$ cat src/rtl/adc_pkg.sv
`default_nettype none
// ============================================================================
//  Module      : adc_pkg
//  Description : Shared definitions for the ADC conversion arbiter:
//                channel-select field width and the transaction FSM states.
//  Revision    : 1.0 - initial release
// ============================================================================
package adc_pkg;

    // Width of one requester's channel-select field and of adc_ch_sel.
    localparam int CH_W = 3;

    // Transaction FSM states.
    typedef enum logic [2:0] {
        ST_IDLE   = 3'd0,
        ST_SETTLE = 3'd1,
        ST_START  = 3'd2,
        ST_WAIT   = 3'd3,
        ST_DONE   = 3'd4
    } state_t;

endpackage
`default_nettype wire

$ cat src/rtl/rr_arbiter.sv
`default_nettype none
// ============================================================================
//  Module      : rr_arbiter
//  Description : Purely combinational round-robin picker. The search starts
//                at index (last+1) mod NREQ and wraps; the first active
//                request found wins.
//  Ports       : req    - request vector
//                last   - index of the previous winner
//                winner - one-hot winner (zero when no request)
//                valid  - at least one request active
//  Revision    : 1.0 - initial release
// ============================================================================
module rr_arbiter #(
    parameter int NREQ = 4,
    parameter int LW   = 2
) (
    input  logic [NREQ-1:0] req,
    input  logic [LW-1:0]   last,
    output logic [NREQ-1:0] winner,
    output logic            valid
);

    logic [LW-1:0] w_idx;

    always_comb begin
        winner = '0;
        valid  = 1'b0;
        w_idx  = '0;
        for (int off = 1; off <= NREQ; off++) begin
            w_idx = LW'((int'(last) + off) % NREQ);
            if (!valid && req[w_idx]) begin
                winner[w_idx] = 1'b1;
                valid         = 1'b1;
            end
        end
    end

endmodule
`default_nettype wire

$ cat src/rtl/adc_conv_arbiter.sv
`default_nettype none
// ============================================================================
//  Module      : adc_conv_arbiter
//  Description : Shares one ADC converter between NREQ requesters. A winner
//                is picked round-robin, its channel is driven to the mux, the
//                mux is allowed to settle, then SoC is held until a rising
//                edge of EoC (or a timeout). Completion is signalled with a
//                one-cycle done pulse to the owner and a registered result.
//  Ports       : clk, rst_n          - clock, async active-low reset
//                en                  - block enable (0 aborts a transaction)
//                settle, timeout     - settle cycles, SoC-to-EoC limit (0=off)
//                req, req_ch         - per-requester request and channel
//                gnt, done, err      - owner, completion pulse, timeout pulse
//                rdata, busy         - conversion result, transaction active
//                adc_ch_sel, adc_soc - converter channel and start level
//                adc_eoc, adc_data   - converter end-of-conversion and result
//  Revision    : 1.0 - initial release
// ============================================================================
module adc_conv_arbiter
    import adc_pkg::*;
#(
    parameter int NREQ = 4,
    parameter int DW   = 10,
    parameter int TW   = 16,
    parameter int SW   = 4
) (
    input  logic                 clk,
    input  logic                 rst_n,
    input  logic                 en,
    input  logic [SW-1:0]        settle,
    input  logic [TW-1:0]        timeout,
    input  logic [NREQ-1:0]      req,
    input  logic [CH_W*NREQ-1:0] req_ch,
    output logic [NREQ-1:0]      gnt,
    output logic [NREQ-1:0]      done,
    output logic                 err,
    output logic [DW-1:0]        rdata,
    output logic                 busy,
    output logic [CH_W-1:0]      adc_ch_sel,
    output logic                 adc_soc,
    input  logic                 adc_eoc,
    input  logic [DW-1:0]        adc_data
);

    localparam int            LW          = (NREQ > 1) ? $clog2(NREQ) : 1;
    localparam logic [LW-1:0] c_LAST_RST  = LW'(NREQ - 1);

    state_t            r_state;
    logic [NREQ-1:0]   r_gnt;
    logic [NREQ-1:0]   r_done;
    logic              r_err;
    logic [DW-1:0]     r_rdata;
    logic              r_busy;
    logic [CH_W-1:0]   r_ch_sel;
    logic              r_soc;
    logic [SW-1:0]     r_scnt;
    logic [TW-1:0]     r_tcnt;
    logic [LW-1:0]     r_last;
    logic [LW-1:0]     r_owner;
    logic              r_eoc_q;

    logic [NREQ-1:0]   w_winner;
    logic              w_valid;
    logic [LW-1:0]     w_win_idx;
    logic [CH_W-1:0]   w_win_ch;
    logic              w_eoc_rise;
    logic              w_tmo;

    rr_arbiter #(
        .NREQ (NREQ),
        .LW   (LW)
    ) u_rr (
        .req    (req),
        .last   (r_last),
        .winner (w_winner),
        .valid  (w_valid)
    );

    // Index and channel field of the one-hot winner.
    always_comb begin
        w_win_idx = '0;
        w_win_ch  = '0;
        for (int i = 0; i < NREQ; i++) begin
            if (w_winner[i]) begin
                w_win_idx = LW'(i);
                w_win_ch  = req_ch[CH_W*i +: CH_W];
            end
        end
    end

    // Edge detect: an EoC that is already high when SoC starts has a high
    // history sample and so cannot complete the conversion until it cycles.
    assign w_eoc_rise = adc_eoc & ~r_eoc_q;

    // The counter starts at 0 in the first SoC cycle, so SoC stays high for
    // exactly 'timeout' cycles when no EoC edge arrives.
    assign w_tmo = (timeout != '0) && (r_tcnt == (timeout - TW'(1)));

    always_ff @(posedge clk or negedge rst_n) begin
        if (!rst_n) begin
            r_state  <= ST_IDLE;
            r_gnt    <= '0;
            r_done   <= '0;
            r_err    <= 1'b0;
            r_rdata  <= '0;
            r_busy   <= 1'b0;
            r_ch_sel <= '0;
            r_soc    <= 1'b0;
            r_scnt   <= '0;
            r_tcnt   <= '0;
            r_last   <= c_LAST_RST;
            r_owner  <= '0;
            r_eoc_q  <= 1'b0;
        end else begin
            r_eoc_q <= adc_eoc;
            r_done  <= '0;
            r_err   <= 1'b0;

            if (!en && (r_state != ST_IDLE)) begin
                // Abort: drop everything silently, fairness pointer untouched.
                r_state <= ST_IDLE;
                r_gnt   <= '0;
                r_soc   <= 1'b0;
                r_busy  <= 1'b0;
            end else begin
                case (r_state)
                    ST_IDLE: begin
                        if (en && w_valid) begin
                            r_gnt    <= w_winner;
                            r_owner  <= w_win_idx;
                            r_ch_sel <= w_win_ch;
                            r_scnt   <= settle;
                            r_busy   <= 1'b1;
                            r_state  <= ST_SETTLE;
                        end
                    end

                    ST_SETTLE: begin
                        if (r_scnt == '0) begin
                            r_soc   <= 1'b1;
                            r_tcnt  <= '0;
                            r_state <= ST_START;
                        end else begin
                            r_scnt <= r_scnt - SW'(1);
                        end
                    end

                    ST_START, ST_WAIT: begin
                        if (w_eoc_rise) begin
                            r_soc   <= 1'b0;
                            r_rdata <= adc_data;
                            r_done  <= r_gnt;
                            r_state <= ST_DONE;
                        end else if (w_tmo) begin
                            r_soc   <= 1'b0;
                            r_done  <= r_gnt;
                            r_err   <= 1'b1;
                            r_state <= ST_DONE;
                        end else begin
                            r_tcnt  <= r_tcnt + TW'(1);
                            r_state <= ST_WAIT;
                        end
                    end

                    ST_DONE: begin
                        r_last  <= r_owner;
                        r_gnt   <= '0;
                        r_busy  <= 1'b0;
                        r_state <= ST_IDLE;
                    end

                    default: begin
                        r_state <= ST_IDLE;
                    end
                endcase
            end
        end
    end

    assign gnt        = r_gnt;
    assign done       = r_done;
    assign err        = r_err;
    assign rdata      = r_rdata;
    assign busy       = r_busy;
    assign adc_ch_sel = r_ch_sel;
    assign adc_soc    = r_soc;

endmodule
`default_nettype wire

$ cat config.mk
export PLATFORM = sky130hd
export DESIGN_NAME = adc_conv_arbiter
export DESIGN_NICKNAME = d
export VERILOG_FILES = /design/src/rtl/adc_pkg.sv /design/src/rtl/rr_arbiter.sv /design/src/rtl/adc_conv_arbiter.sv
export SDC_FILE = /design/constraint.sdc
export NUM_CORES = 1
export LEC_CHECK = 0
export CAP_MARGIN = 20
export CORE_MARGIN = 4
export CORE_UTILIZATION = 50
export CTS_CLUSTER_DIAMETER = 30
export DETAILED_ROUTE_END_ITERATION = 7
export HOLD_SLACK_MARGIN = 0.03
export MAX_ROUTING_LAYER = met4
export PLACE_DENSITY = 0.78
export SYNTH_ARGS = -nofsm -noshare
export SYNTH_HDL_FRONTEND = slang
export SYNTH_SLANG_ARGS = --single-unit
$ cat constraint.sdc
create_clock -name clk -period 3.3 [get_ports clk]
set_input_delay 0.66 -clock clk [delete_from_list [all_inputs] [get_ports clk]]
set_output_delay 0.66 -clock clk [all_outputs]
set_load 0.05 [all_outputs]
==> flow_summary.toml <==
[route]
drt-total-wl_um = 8420
drtPass1Iterations = 4
wl_per_cell_um = 15.5
drt.antenna.violating_nets = 0
route.vias.total = 3207
viasPerCell = 5.90
drt_iter0_drc = 226
drc = 0

[timing]
hold_viol = 0
slew_headroom = 0.568
layout_setup_ws_ps = 140
fin_tns_setup_ps = 0
tightestPinTransition_ps = 641
period_minus_slack_ps = 3160
slew_viol_final = 0
finalSetupViolCount = 0
max_freq_mhz = 316
finClkSkew_ps = 13.2
period_share = 0.958
hold_slack_ps = 340

[global_route]
antenna_found_initial = 0
grt_use_total = 0.216
grt_pass1_wl_um = 14500
grt_max_degree = 31
grt_pass1_vias = 3088
grt_overflow = 0

[placement]
place_area_um2 = 4420
gp_congestion = 0.886
dpl.hpwl_um = 6480
dpl_worst_slack_ps = -329
dp_cells = 536
io_buffers = 73

[floorplanning]
pin_count = 74
core_area_um2 = 6460
start_util = 0.522
die_height_um = 90.2
die_x_um = 90.2
die_area_um2 = 8130
rows = 29

[yosys]
syn-num-nets = 423
synthCells = 362
syn_area_per_cell_um2 = 9.32
synth_top_area_cell = "dfrtp_1"
ys_types = 58
netlist_top_cells_area = "dfrtp_1 37%, ha_1 4.1%, mux2_2 4.0%"
synth_flop_cell = "dfrtp_1"
ys_seq_elements = 52
yosysWarnings = 0
synth-edff-count = 0
synth_area_um2 = 3370
ys_seq_area_frac = 0.386
async_flop_share = 1.00
synth.top_cell.area_share = 0.371

[worst_setup_path]
crit_family = "simple AND/OR/NAND/NOR gates"
critical_path.cell_chain = "clkdlybuf4s50_1, inv_1, ha_1, xnor2_1, or4_1, nor4_2, nand2_1, or4_4, a21oi_4, and2_1"
worst_setup_path_start_kind = "primary input"
endpoint_kind = "flop"
max_stage_delay_ps = 540
cp_slowest_cell = "or4_1"
worstPathArrival_ps = 3410
crit_type = "primary input to flop"
crit_buf_inv = 2
required_ps = 3550
path_max_fanout = 5

[cells_and_area]
fin_cells = 544
layout.nets = 527
design_area_um2 = 4560
antenna_cells = 0
area_delta_synth_final_pct = 35.2
finalCoreUtilization = 0.706
drive_above_1_share = 0.167
layout_common_cells = "72 x clkdlybuf4s50_1, 50 x dfrtp_1, 40 x buf_4"
final_common_cell = "clkdlybuf4s50_1"
n_fill_cell = 537

[clocking]
cts_tree = "done"
numCtsBuffers = 5
clock-sinks = 52
cts-root-buf = "clkbuf_8"
cts_buffer_depth = 2
htreeDepth = 2
path_clk_slew_ps = 100
cts_hold_buf = 0
clock_latency_ps = 310

[min_path]
hold_class = "primary input to async pin"

[job]
cap_violations = 0

[pwr]
total_power_mw = 2.18
power_leakage_nw = 1.91
powerDensity_nw_per_um2 = 477
max-vdd-ir-drop_uv = 457

[status]
status = "complete, no violations"
[flip-flops by register name (all words and copies together), names as in the netlist]
| name | count |
|---|---|
| busy | 1 |
| done | 4 |
| r_owner | 2 |
| err | 1 |
| r_tcnt | 16 |
| r_last | 2 |
| adc_soc | 1 |
| gnt | 4 |
| r_scnt | 4 |
| r_state | 3 |
| rdata | 10 |
| r_eoc_q | 1 |
| adc_ch_sel | 3 |
[power breakdown]
part | switching, mW | total, mW | internal [mW]
Clock | 0.212 | 0.441 | 0.229
Sequential | 0.0853 | 0.838 | 0.753
Combinational | 0.524 | 0.897 | 0.373
Total | 0.821 | 2.18 | 1.36
[logic make-up (layout without fill, tap and decap cells)]
logic type	Yosys count	after routing	share of synthesized area
buf+inv	28	133	0.0374
simple gates	148	148	0.245
mux	20	20	0.0749
compound gates	83	83	0.164
flops	52	52	0.386
xor+xnor	20	20	0.0519
fa+ha+maj	11	11	0.0408
[repair_timing]
item | 4_1_cts | 5_1_grt
endpoints found under the setup margin | 5 | 21
pin swaps | 0 | 1
buffers inserted | 0 | 0
gates resized for setup | 1 | 4
endpoints found under the hold margin | 0 | 0
[synth_stat cells, types with 4 or more instances]
cell and instances:
clkbuf_1 10, and3_1 8, and2_1 8, or4_1 12, a221o_1 4, xnor2_1 10
nand3_1 22, a31oi_1 13, mux2_2 12, nor3b_1 4, o21ai_0 16, nor2_1 23
a21oi_1 19, inv_1 12, nor3_1 12, o31ai_1 12, dfrtp_1 50, ha_1 11
mux2i_1 5, nand2_1 29, nor4_1 6, xor2_1 10, nand2b_1 5
[worst paths after layout]
check                           startpoint            end  slack [ps]  cells after the start
worst max-delay path            timeout[0]        done[2]         140                     10
worst min-delay path                 rst_n       rdata[9]         340                      1
worst max register to register   r_last[0]  adc_ch_sel[2]         250                     11
worst min register to register        busy           busy         490                      2
max in group asynchronous            rst_n      r_scnt[2]        2300                      2
min in group clk                      busy           busy         490                      2
[final cells by class]
class	count	area [µm²]	share of cell area
well taps	77	96.3	0.0211
inverters	12	45.0	0.00987
clock inverters	2	38.8	0.00850
clock buffers	6	72.6	0.0159
flip-flops and latches	52	1300	0.286
repair buffers	113	1030	0.225
multi-input cells	282	1980	0.434
[routing by layer]
metal | share of wire | GRT usage | vias to the layer above
met4 | 0.0086 | 0.0599 | 0
li1 | - | - | 1561
met5 | 0 | - | -
met2 | 0.53 | 0.381 | 77
met1 | 0.42 | 0.257 | 1561
met3 | 0.040 | 0.0309 | 8
(Power assumes the default switching activity.)
